==> src/rtl/load_unit_if.sv <==
// load_unit_if: native memory read bus between the load unit and memory.
interface load_unit_if;
  logic        mem_valid;
  logic [31:0] mem_addr;
  logic        mem_ready;
  logic [31:0] mem_rdata;
  modport master(output mem_valid, mem_addr, input mem_ready, mem_rdata);
  modport slave(input mem_valid, mem_addr, output mem_ready, mem_rdata);
endinterface

==> src/rtl/load_unit.sv <==
// load_unit: single-request load engine with alignment checks, lane extraction and bus timeout.
module load_unit #(
  parameter int unsigned TIMEOUT = 255
) (
  input  logic        clk,
  input  logic        resetn,
  input  logic        start,
  input  logic [2:0]  funct3,
  input  logic [31:0] addr,
  output logic        busy,
  output logic        done,
  output logic [31:0] result,
  output logic        fault,
  output logic [1:0]  fault_cause,
  load_unit_if.master mem
);
  typedef enum logic [1:0] {IDLE, CHECK, REQ, RESP} state_t;
  state_t      state, state_n;
  logic [2:0]  f3;
  logic [1:0]  lo;
  logic [15:0] cnt;
  logic        illegal, misaligned, timeout;
  logic [7:0]  b;
  logic [15:0] h;
  logic [31:0] ext;
  assign busy          = state != IDLE;
  assign done          = state == RESP;
  assign fault         = |fault_cause;
  assign mem.mem_valid = state == REQ;
  always_comb begin
    illegal    = (f3[1] & f3[0]) | (f3[2] & f3[1]);
    misaligned = f3[0] ? lo[0] : f3[1] & |lo;
    timeout    = !mem.mem_ready && cnt == 16'(TIMEOUT - 1);
    b   = lo[1] ? (lo[0] ? mem.mem_rdata[31:24] : mem.mem_rdata[23:16])
                : (lo[0] ? mem.mem_rdata[15:8]  : mem.mem_rdata[7:0]);
    h   = lo[1] ? mem.mem_rdata[31:16] : mem.mem_rdata[15:0];
    ext = f3[1] ? mem.mem_rdata
        : f3[0] ? {{16{h[15] & ~f3[2]}}, h} : {{24{b[7] & ~f3[2]}}, b};
    state_n = state == IDLE  ? (start ? CHECK : IDLE)
            : state == CHECK ? (illegal | misaligned ? RESP : REQ)
            : state == REQ   ? (mem.mem_ready | timeout ? RESP : REQ)
            : IDLE;
  end
  always_ff @(posedge clk)
    if (!resetn) state <= IDLE;
    else         state <= state_n;
  always_ff @(posedge clk)
    if (!resetn) begin
      f3           <= '0;
      lo           <= '0;
      cnt          <= '0;
      result       <= '0;
      fault_cause  <= '0;
      mem.mem_addr <= '0;
    end else if (state == IDLE && start) begin
      f3           <= funct3;
      lo           <= addr[1:0];
      mem.mem_addr <= {addr[31:2], 2'b00};
      result       <= '0;
      fault_cause  <= '0;
    end else if (state == CHECK) begin
      cnt         <= '0;
      fault_cause <= illegal ? 2'b10 : misaligned ? 2'b01 : 2'b00;
    end else if (state == REQ) begin
      cnt <= cnt + 16'd1;
      if (mem.mem_ready) result <= ext;
      else if (timeout)  fault_cause <= 2'b11;
    end
endmodule

==> src/flat_wrapper.sv <==
// flat-port wrapper written by rule: the top's interface ports become plain ports
module load_unit_flat 
#(
  parameter int unsigned TIMEOUT = 255
)
  (clk, resetn, start, funct3, addr, busy, done, result, fault, fault_cause, mem_mem_valid, mem_mem_addr, mem_mem_ready, mem_mem_rdata);
  load_unit_if mem_i ();
  input  logic clk;
  input  logic resetn;
  input  logic start;
  input  logic [2:0] funct3;
  input  logic [31:0] addr;
  output logic busy;
  output logic done;
  output logic [31:0] result;
  output logic fault;
  output logic [1:0] fault_cause;
  output wire logic [$bits(mem_i.mem_valid)-1:0] mem_mem_valid;
  output wire logic [$bits(mem_i.mem_addr)-1:0] mem_mem_addr;
  input wire logic [$bits(mem_i.mem_ready)-1:0] mem_mem_ready;
  input wire logic [$bits(mem_i.mem_rdata)-1:0] mem_mem_rdata;
  assign mem_mem_valid = mem_i.mem_valid;
  assign mem_mem_addr = mem_i.mem_addr;
  assign mem_i.mem_ready = mem_mem_ready;
  assign mem_i.mem_rdata = mem_mem_rdata;
  load_unit #(.TIMEOUT(TIMEOUT)) u_core (.clk(clk), .resetn(resetn), .start(start), .funct3(funct3), .addr(addr), .busy(busy), .done(done), .result(result), .fault(fault), .fault_cause(fault_cause), .mem(mem_i));
endmodule
==> config.mk <==
export PLATFORM = sky130hd
export DESIGN_NAME = load_unit_flat
export DESIGN_NICKNAME = d
export VERILOG_FILES = /design/src/rtl/load_unit_if.sv /design/src/rtl/load_unit.sv /design/src/flat_wrapper.sv
export SDC_FILE = /design/constraint.sdc
export NUM_CORES = 1
export LEC_CHECK = 0
export CAP_MARGIN = 25
export CORE_MARGIN = 2
export CORE_UTILIZATION = 50
export CTS_CLUSTER_SIZE = 12
export DETAILED_ROUTE_END_ITERATION = 7
export DONT_BUFFER_PORTS = 1
export GPL_TIMING_DRIVEN = 0
export SYNTH_ARGS = -nofsm -noshare
export SYNTH_HDL_FRONTEND = slang
export SYNTH_SLANG_ARGS = --single-unit
==> constraint.sdc <==
create_clock -name clk -period 2.25 [get_ports clk]
set_input_delay 0.675 -clock clk [delete_from_list [all_inputs] [get_ports clk]]
set_output_delay 0.675 -clock clk [all_outputs]
set_load 0.005 [all_outputs]
==> results of run 1 <==
[cells in the final DEF, fill, tap and decap left out, drive strengths merged, types with 6 or more instances in the layout]
cell type | Yosys | routed
a21boi | 36 | 36
a21oi | 33 | 33
a221oi | 8 | 8
a31o | 7 | 7
buf | 8 | 8
clkbuf | 27 | 41
dfxtp | 87 | 87
ha | 6 | 6
inv | 16 | 16
mux2 | 7 | 7
nand2 | 117 | 117
nand3 | 6 | 6
nand3b | 8 | 8
nor2 | 13 | 13
nor3 | 11 | 11
o211ai | 7 | 7
o21ai | 33 | 33
or3 | 6 | 6
[through the flow]
stage	util	total power [mW]	TNS, ns	worst slack [ns]
2_1_floorplan	-	1.86	0	0.219
3_3_place_gp	0.534	1.93	-1.12	-0.170
3_5_place_dp	0.534	1.93	-1.48	-0.223
4_1_cts	0.558	2.92	0	0.0220
5_1_grt	0.561	3.03	0	0.00850
6_report	0.561	2.90	0	0.132
[layer usage]
metal / vias up / track usage / routed length [µm]
met5: - / 0 / 0
met4: 0 / 0.0821 / 136
met1: 1611 / 0.300 / 4420
met2: 118 / 0.370 / 4700
met3: 12 / 0.0814 / 1010
li1: 1718 / - / -
[where the power goes]
| group | switching, mW | internal, mW | leakage, nW |
|---|---|---|---|
| sequential | 0.0343 | 1.58 | 0.707 |
| combinational | 0.172 | 0.114 | 0.778 |
| clock | 0.535 | 0.464 | 0.0829 |
[logic make-up (layout without fill, tap and decap cells)]
kind of cell	after synthesis	after routing
AND/OR/NAND/NOR	186	186
AO/OA/AOI/OAI	142	142
adder cells (fa/ha/maj)	6	6
flip-flops	87	87
buffers and inverters	51	67
multiplexers	10	10
other	1	2
XOR/XNOR	7	7
[state kept, by name, summed over array words and instances, names as in the netlist]
name / count
u_core.result: 32
u_core.mem.mem_addr: 30
u_core.fault_cause: 2
u_core.state: 2
u_core.f3: 3
u_core.cnt: 16
u_core.lo: 2
[layout make-up]
class,count,area [µm²],share of cell area
multi-input combinational,353,2090,0.480
sequential,87,1740,0.400
clock buffer,14,163,0.0373
buffer,35,158,0.0362
tap,102,128,0.0293
inverter,16,60.1,0.0138
clock inverter,2,15.0,0.00345
[timing repair]
action / CTS / global route
gates resized for setup: 2 / 11
endpoints found under the setup margin: 8 / 39
hold buffers: 0 / 0
pin swaps: 1 / 0
[final timing paths]
path	from	end	cells past startpoint
min	mem_mem_rdata[5]	u_core.result[5]$_SDFFE_PP0P_	2
max reg2reg	u_core.state[1]$_SDFF_PP0_	u_core.cnt[14]$_SDFFE_PN0P_	6
max	u_core.state[1]$_SDFF_PP0_	u_core.cnt[14]$_SDFFE_PN0P_	6
min reg2reg	u_core.mem.mem_addr[20]$_SDFFE_PN0P_	u_core.mem.mem_addr[20]$_SDFFE_PN0P_	2
[worst register-to-register path, delay by kind of cell (launching register included)]
kind / cells / cell delay [ns]
buffers and inverters: 1 / 0.10
adder cells (fa/ha/maj): 1 / 0.31
AO/OA/AOI/OAI: 2 / 0.39
flip-flops: 1 / 0.37
AND/OR/NAND/NOR: 2 / 0.91
==> flow_summary.json, run 1 <==
{
  "outcome": "complete, no violations",
  "clkSlewWorstSetupHoldPaths_ns": 0.09,
  "io_buffers": 0,
  "power.ir.vdd_worst_mv": 0.344,
  "dr.first_iter.drc_count": 124,
  "final_net_count": 579,
  "drc_errors": 0,
  "maximum_cell_stage_delay_along_the_critical_path_ns": 0.55,
  "clock_skew_ns": 0.0155,
  "synthXorXnorAreaFrac": 0.0153,
  "max_slew_margin": 0.570,
  "fp.dieW_um": 93.6,
  "critPathRequiredTime_ns": 2.53,
  "power.density_cell_area_mw_per_mm2": 666,
  "ratio_of_routed_vias_to_standard_cells": 5.68,
  "yosys-mux-area-fraction": 0.0302,
  "report.final.hold_viol_count": 0,
  "drive_gt1_frac": 0.0966,
  "grt_start_max_net_pins": 14,
  "grt_overflow_total": 0,
  "worstSkewPairLatency_ns": 0.35,
  "h-tree-depth": 3,
  "worst_ep_arrival_time_ns": 2.40,
  "yosys.area_share.simple": 0.212,
  "crit_path_slowest_cell": "or4_4",
  "synth_top_family_by_area": "compound AO/OA/AOI/OAI gates",
  "min_period_ns": 2.12,
  "totalWireLength_mm": 10.3,
  "synth_top_cells_by_count": "nand2_1, dfxtp_1, a21boi_0",
  "synth_top_cell_by_area": "dfxtp_1",
  "tritoncts": "yes",
  "num_antenna_cells": 0,
  "register_bit_count_reported_by_yosys": 87,
  "antenna_left": 0,
  "layout.cells.non_filler": 609,
  "detailed_place.area_mm2": 0.00415,
  "syn-instance-count": 490,
  "synth.area.top_cells": "dfxtp_1, nand2_1, a21boi_0",
  "cellLeakagePower_nw": 1.57,
  "timing.max_cap.violations": 0,
  "num-fill-cells": 748,
  "setup-violations-final": 0,
  "ctsRootBufferMaster": "clkbuf_8",
  "clock.fmax_mhz": 472,
  "timing.final.crit_share": 0.941,
  "num_vias": 3459,
  "finish.instance_area_mm2": 0.00436,
  "worstSetupPathType": "flip-flop to flip-flop",
  "dieHeight_um": 93.6,
  "wl_per_cell_um": 16.8,
  "placed_cells": 593,
  "tightestPinTransition_ns": 0.643,
  "yosys_warnings": 0,
  "dr.pass1.iters": 5,
  "mappedNetlistArea_mm2": 0.00402,
  "post-synth-top-count-cell": "nand2_1",
  "dpl.hpwl_mm": 7.64,
  "timing.hold.ws_ns": 0.460,
  "ys_seq_area_frac": 0.434,
  "compound_gate_portion_of_the_synthesized_area": 0.236,
  "wire_length_of_the_first_global_routing_pass_mm": 16.2,
  "rsz_0062_raised_after_global_routing": "false",
  "tritoncts.num_buffers": 9,
  "grt_pass1_vias": 3258,
  "cts_post_setup_buffers_inserted": 0,
  "avgSynthCellArea_um2": 8.19,
  "synth_ff_type": "dfxtp_1",
  "initial_standard_cell_utilization_of_the_core": 0.517,
  "max_slew_violations": 0,
  "global_route.usage.total": 0.235,
  "reg2reg_setup_slack_ns": 0.13,
  "area_growth_pct": 8.54,
  "cp_cell_sequence": "inv_1, ha_4, a21bo_4, or4_4, or3_1, a21oi_1",
  "synth_enable_flop_cells": 0,
  "synth.distinct_cells": 54,
  "place_congestion": 0.804,
  "synth_adder_area_share": 0.0187,
  "ctsLongestPathBuffers": 2,
  "clkSinkCount": 87,
  "design.die.area_mm2": 0.00876,
  "core-area_mm2": 0.00777,
  "critical_path_peak_fanout": 6,
  "hold_class": "input port to flip-flop",
  "cp-start-kind": "flip-flop",
  "number_of_placement_rows": 32,
  "timing.critical_path.to_type": "flip-flop",
  "boundaryPins": 141,
  "critPathTopFamily": "simple AND/OR/NAND/NOR gates",
  "initial_antenna_violation_count": 0,
  "worst-path-buf-inv": 1,
  "proportion_of_synthesized_flip_flops_having_asynchronous_set_or_reset": 0,
  "synth_top_area_frac": 0.434
}
Power figures use the tool's default switching activity.
==> run 2: changes to the inputs <==
--- a/config.mk
+++ b/config.mk
@@ -5,6 +5,7 @@
 export SDC_FILE = /design/constraint.sdc
 export NUM_CORES = 1
 export LEC_CHECK = 0
+export ABC_AREA = 1
 export CAP_MARGIN = 25
 export CORE_MARGIN = 2
 export CORE_UTILIZATION = 50
==> flow_summary.json, run 2 <==
{
  "outcome": "complete, no violations",
  "place_congestion": 0.933,
  "clock.fmax_mhz": 501,
  "num_antenna_cells": 0,
  "synth_enable_flop_cells": 0,
  "power.density_cell_area_mw_per_mm2": 711,
  "detailed_place.area_mm2": 0.00421,
  "grt_pass1_vias": 3352,
  "h-tree-depth": 3,
  "clkSinkCount": 87,
  "initial_antenna_violation_count": 0,
  "worst_slack_ns": 0.253,
  "timing.hold.worst.start": "u_core.cnt[12]$_SDFFE_PN0P_",
  "cts_post_setup_buffers_inserted": 0,
  "min_period_ns": 2.00,
  "timing.setup.tns_ns": 0,
  "power.ir.vdd_worst_mv": 0.452,
  "r2r_cells": 8,
  "ctsLongestPathBuffers": 2,
  "cts_hold_buf": 0,
  "synth_ff_type": "dfxtp_1",
  "global_route.usage.total": 0.233,
  "cellLeakagePower_nw": 1.82,
  "biggestRegsByFlops": "u_core.result (32), u_core.mem.mem_addr (30), u_core.cnt (16)",
  "ctsRootBufferMaster": "clkbuf_8",
  "drc_errors": 0,
  "max_slew_margin": 0.666,
  "dr.first_iter.drc_count": 104,
  "tritoncts.num_buffers": 9,
  "critPathTopFamily": "buffers and inverters",
  "post-synth-top-count-cell": "nor2_1",
  "cp_cell_sequence": "inv_1, ha_1, nand2_2, inv_2, nor2_4, clkbuf_1, o21ai_0, a21oi_4",
  "dieHeight_um": 94.3,
  "fp.dieW_um": 94.3,
  "register_bit_count_reported_by_yosys": 87,
  "critical_path.reg2reg.startpoint": "u_core.state[0]$_SDFF_PN0_",
  "dpl.hpwl_mm": 7.90,
  "finish.instance_area_mm2": 0.00439,
  "area_growth_pct": 7.74,
  "hold_class": "flip-flop to flip-flop",
  "finalPower_mw": 3.12,
  "worstSetupPathType": "flip-flop to flip-flop",
  "dr.pass1.iters": 4,
  "tritoncts": "yes",
  "avgSynthCellArea_um2": 7.39,
  "mappedNetlistArea_mm2": 0.00407,
  "synth.distinct_cells": 36,
  "final_net_count": 640,
  "setup-violations-final": 0,
  "max_slew_violations": 0,
  "number_of_flip_flops_in_the_largest_register": 32,
  "maximum_cell_stage_delay_along_the_critical_path_ns": 0.37,
  "layout.cells.most_common": "nor2_1",
  "totalWireLength_mm": 10.5,
  "critPathRequiredTime_ns": 2.55,
  "tightestPinTransition_ns": 0.500,
  "worst_hold_path_ep": "u_core.cnt[12]$_SDFFE_PN0P_",
  "antenna_left": 0,
  "wire_length_of_the_first_global_routing_pass_mm": 16.2,
  "worst_ep_arrival_time_ns": 2.30,
  "boundaryPins": 141,
  "synth_top_cells_by_count": "nor2_1, o21ai_0, dfxtp_1",
  "io_buffers": 0,
  "reg2reg_setup_slack_ns": 0.25,
  "num_vias": 3594,
  "syn-instance-count": 551,
  "critical_path_peak_fanout": 10,
  "timing.hold.ws_ns": 0.475,
  "rsz_0062_raised_after_global_routing": "false",
  "clkSlewWorstSetupHoldPaths_ns": 0.10,
  "initial_standard_cell_utilization_of_the_core": 0.522,
  "timing.critical_path.to_type": "flip-flop",
  "worstSkewPairLatency_ns": 0.36,
  "drive_gt1_frac": 0.0986,
  "grt_overflow_total": 0,
  "grt_start_max_net_pins": 16,
  "synth.area.top_cells": "dfxtp_1, o21ai_0, nor2_1",
  "synth_top_cell_by_area": "dfxtp_1",
  "most_frequent_cells_in_the_layout": "nor2_1, o21ai_0, dfxtp_1",
  "number_of_placement_rows": 32,
  "yosys_warnings": 0,
  "critPathLaunch": "u_core.state[0]$_SDFF_PN0_",
  "ys_seq_area_frac": 0.428,
  "report.final.hold_viol_count": 0,
  "synth_top_area_frac": 0.428,
  "timing.max_cap.violations": 0,
  "worstReg2RegEnd": "u_core.result[22]$_SDFFE_PP0P_",
  "detailedPlace.worstSlack_ns": 0.176,
  "crit_path_slowest_cell": "dfxtp_1",
  "ratio_of_routed_vias_to_standard_cells": 5.36,
  "proportion_of_synthesized_flip_flops_having_asynchronous_set_or_reset": 0,
  "wl_per_cell_um": 15.7,
  "min_delay_path_depth": 2,
  "timing.final.crit_share": 0.888,
  "worst-path-buf-inv": 3,
  "design.die.area_mm2": 0.00889,
  "cp-start-kind": "flip-flop",
  "core-area_mm2": 0.00781,
  "clock_skew_ns": 0.00769,
  "top_register": "u_core.result"
}
==> run 2: cell families after synthesis <==
family / Yosys count / synth area share
other: 1 / 0.000920
xor gates and xnor gates: 1 / 0.00215
AOI/OAI and AO/OA: 171 / 0.244
and+or+nand+nor: 213 / 0.228
adders and majority gates: 6 / 0.0184
buffers and inverters: 72 / 0.0792
DFF: 87 / 0.428
==> run 2: what timing repair did <==
| item | in CTS | in global routing |
|---|---|---|
| endpoints found under the setup margin | 0 | 1 |
| gates resized for setup | 0 | 2 |
| hold endpoints to repair | 0 | 0 |
==> run 2: power breakdown <==
part	internal, mW	total [mW]	leakage [nW]	switching (mW)
Combinational	0.145	0.438	1.02	0.293
Clock	0.435	1.03	0.0849	0.592
Sequential	1.60	1.65	0.710	0.0499
==> run 2: worst max path at each step <==
stage / endpoint / cells past startpoint
global route: u_core.result[22]$_SDFFE_PP0P_ / 8
detailed placement: u_core.result[23]$_SDFFE_PP0P_ / 8
floorplan: u_core.result[23]$_SDFFE_PP0P_ / 6
CTS: u_core.result[23]$_SDFFE_PP0P_ / 8
global placement: u_core.result[28]$_SDFFE_PP0P_ / 8
finish: u_core.result[22]$_SDFFE_PP0P_ / 8
==> run 2: final cells by class <==
type                            instances  area (µm²)
Clock inverter                          6        45.0
Sequential cell                        87        1740
Clock buffer                           10         138
Fill cell                             795        3420
Inverter                               40         153
Multi-Input combinational cell        393        2010
Tap cell                              102         128
Buffer                                 32         171
==> run 2: per-layer routing <==
layer | routed length (µm) | up-vias | part of all wire | GRT usage
met1 | 4270 | 1633 | 0.41 | 0.294
met3 | 941 | 10 | 0.090 | 0.0658
met5 | 0 | - | 0 | 0
li1 | - | 1831 | - | -
met4 | 123 | 0 | 0.012 | 0.0773
met2 | 5160 | 120 | 0.49 | 0.384
==> run 2: through the flow <==
step,utilization,std cells
after CTS,0.562,670
after global placement,0.539,654
final,0.562,670
after detailed placement,0.539,654
after floorplan,-,552
after global routing,0.562,670
==> run 2: worst register-to-register path, cell delays in order (launching register included) <==
cell	delay, ns
dfxtp_1	0.37
inv_1	0.07
ha_1	0.26
nand2_2	0.17
inv_2	0.10
nor2_4	0.20
clkbuf_1	0.36
o21ai_0	0.25
a21oi_4	0.15
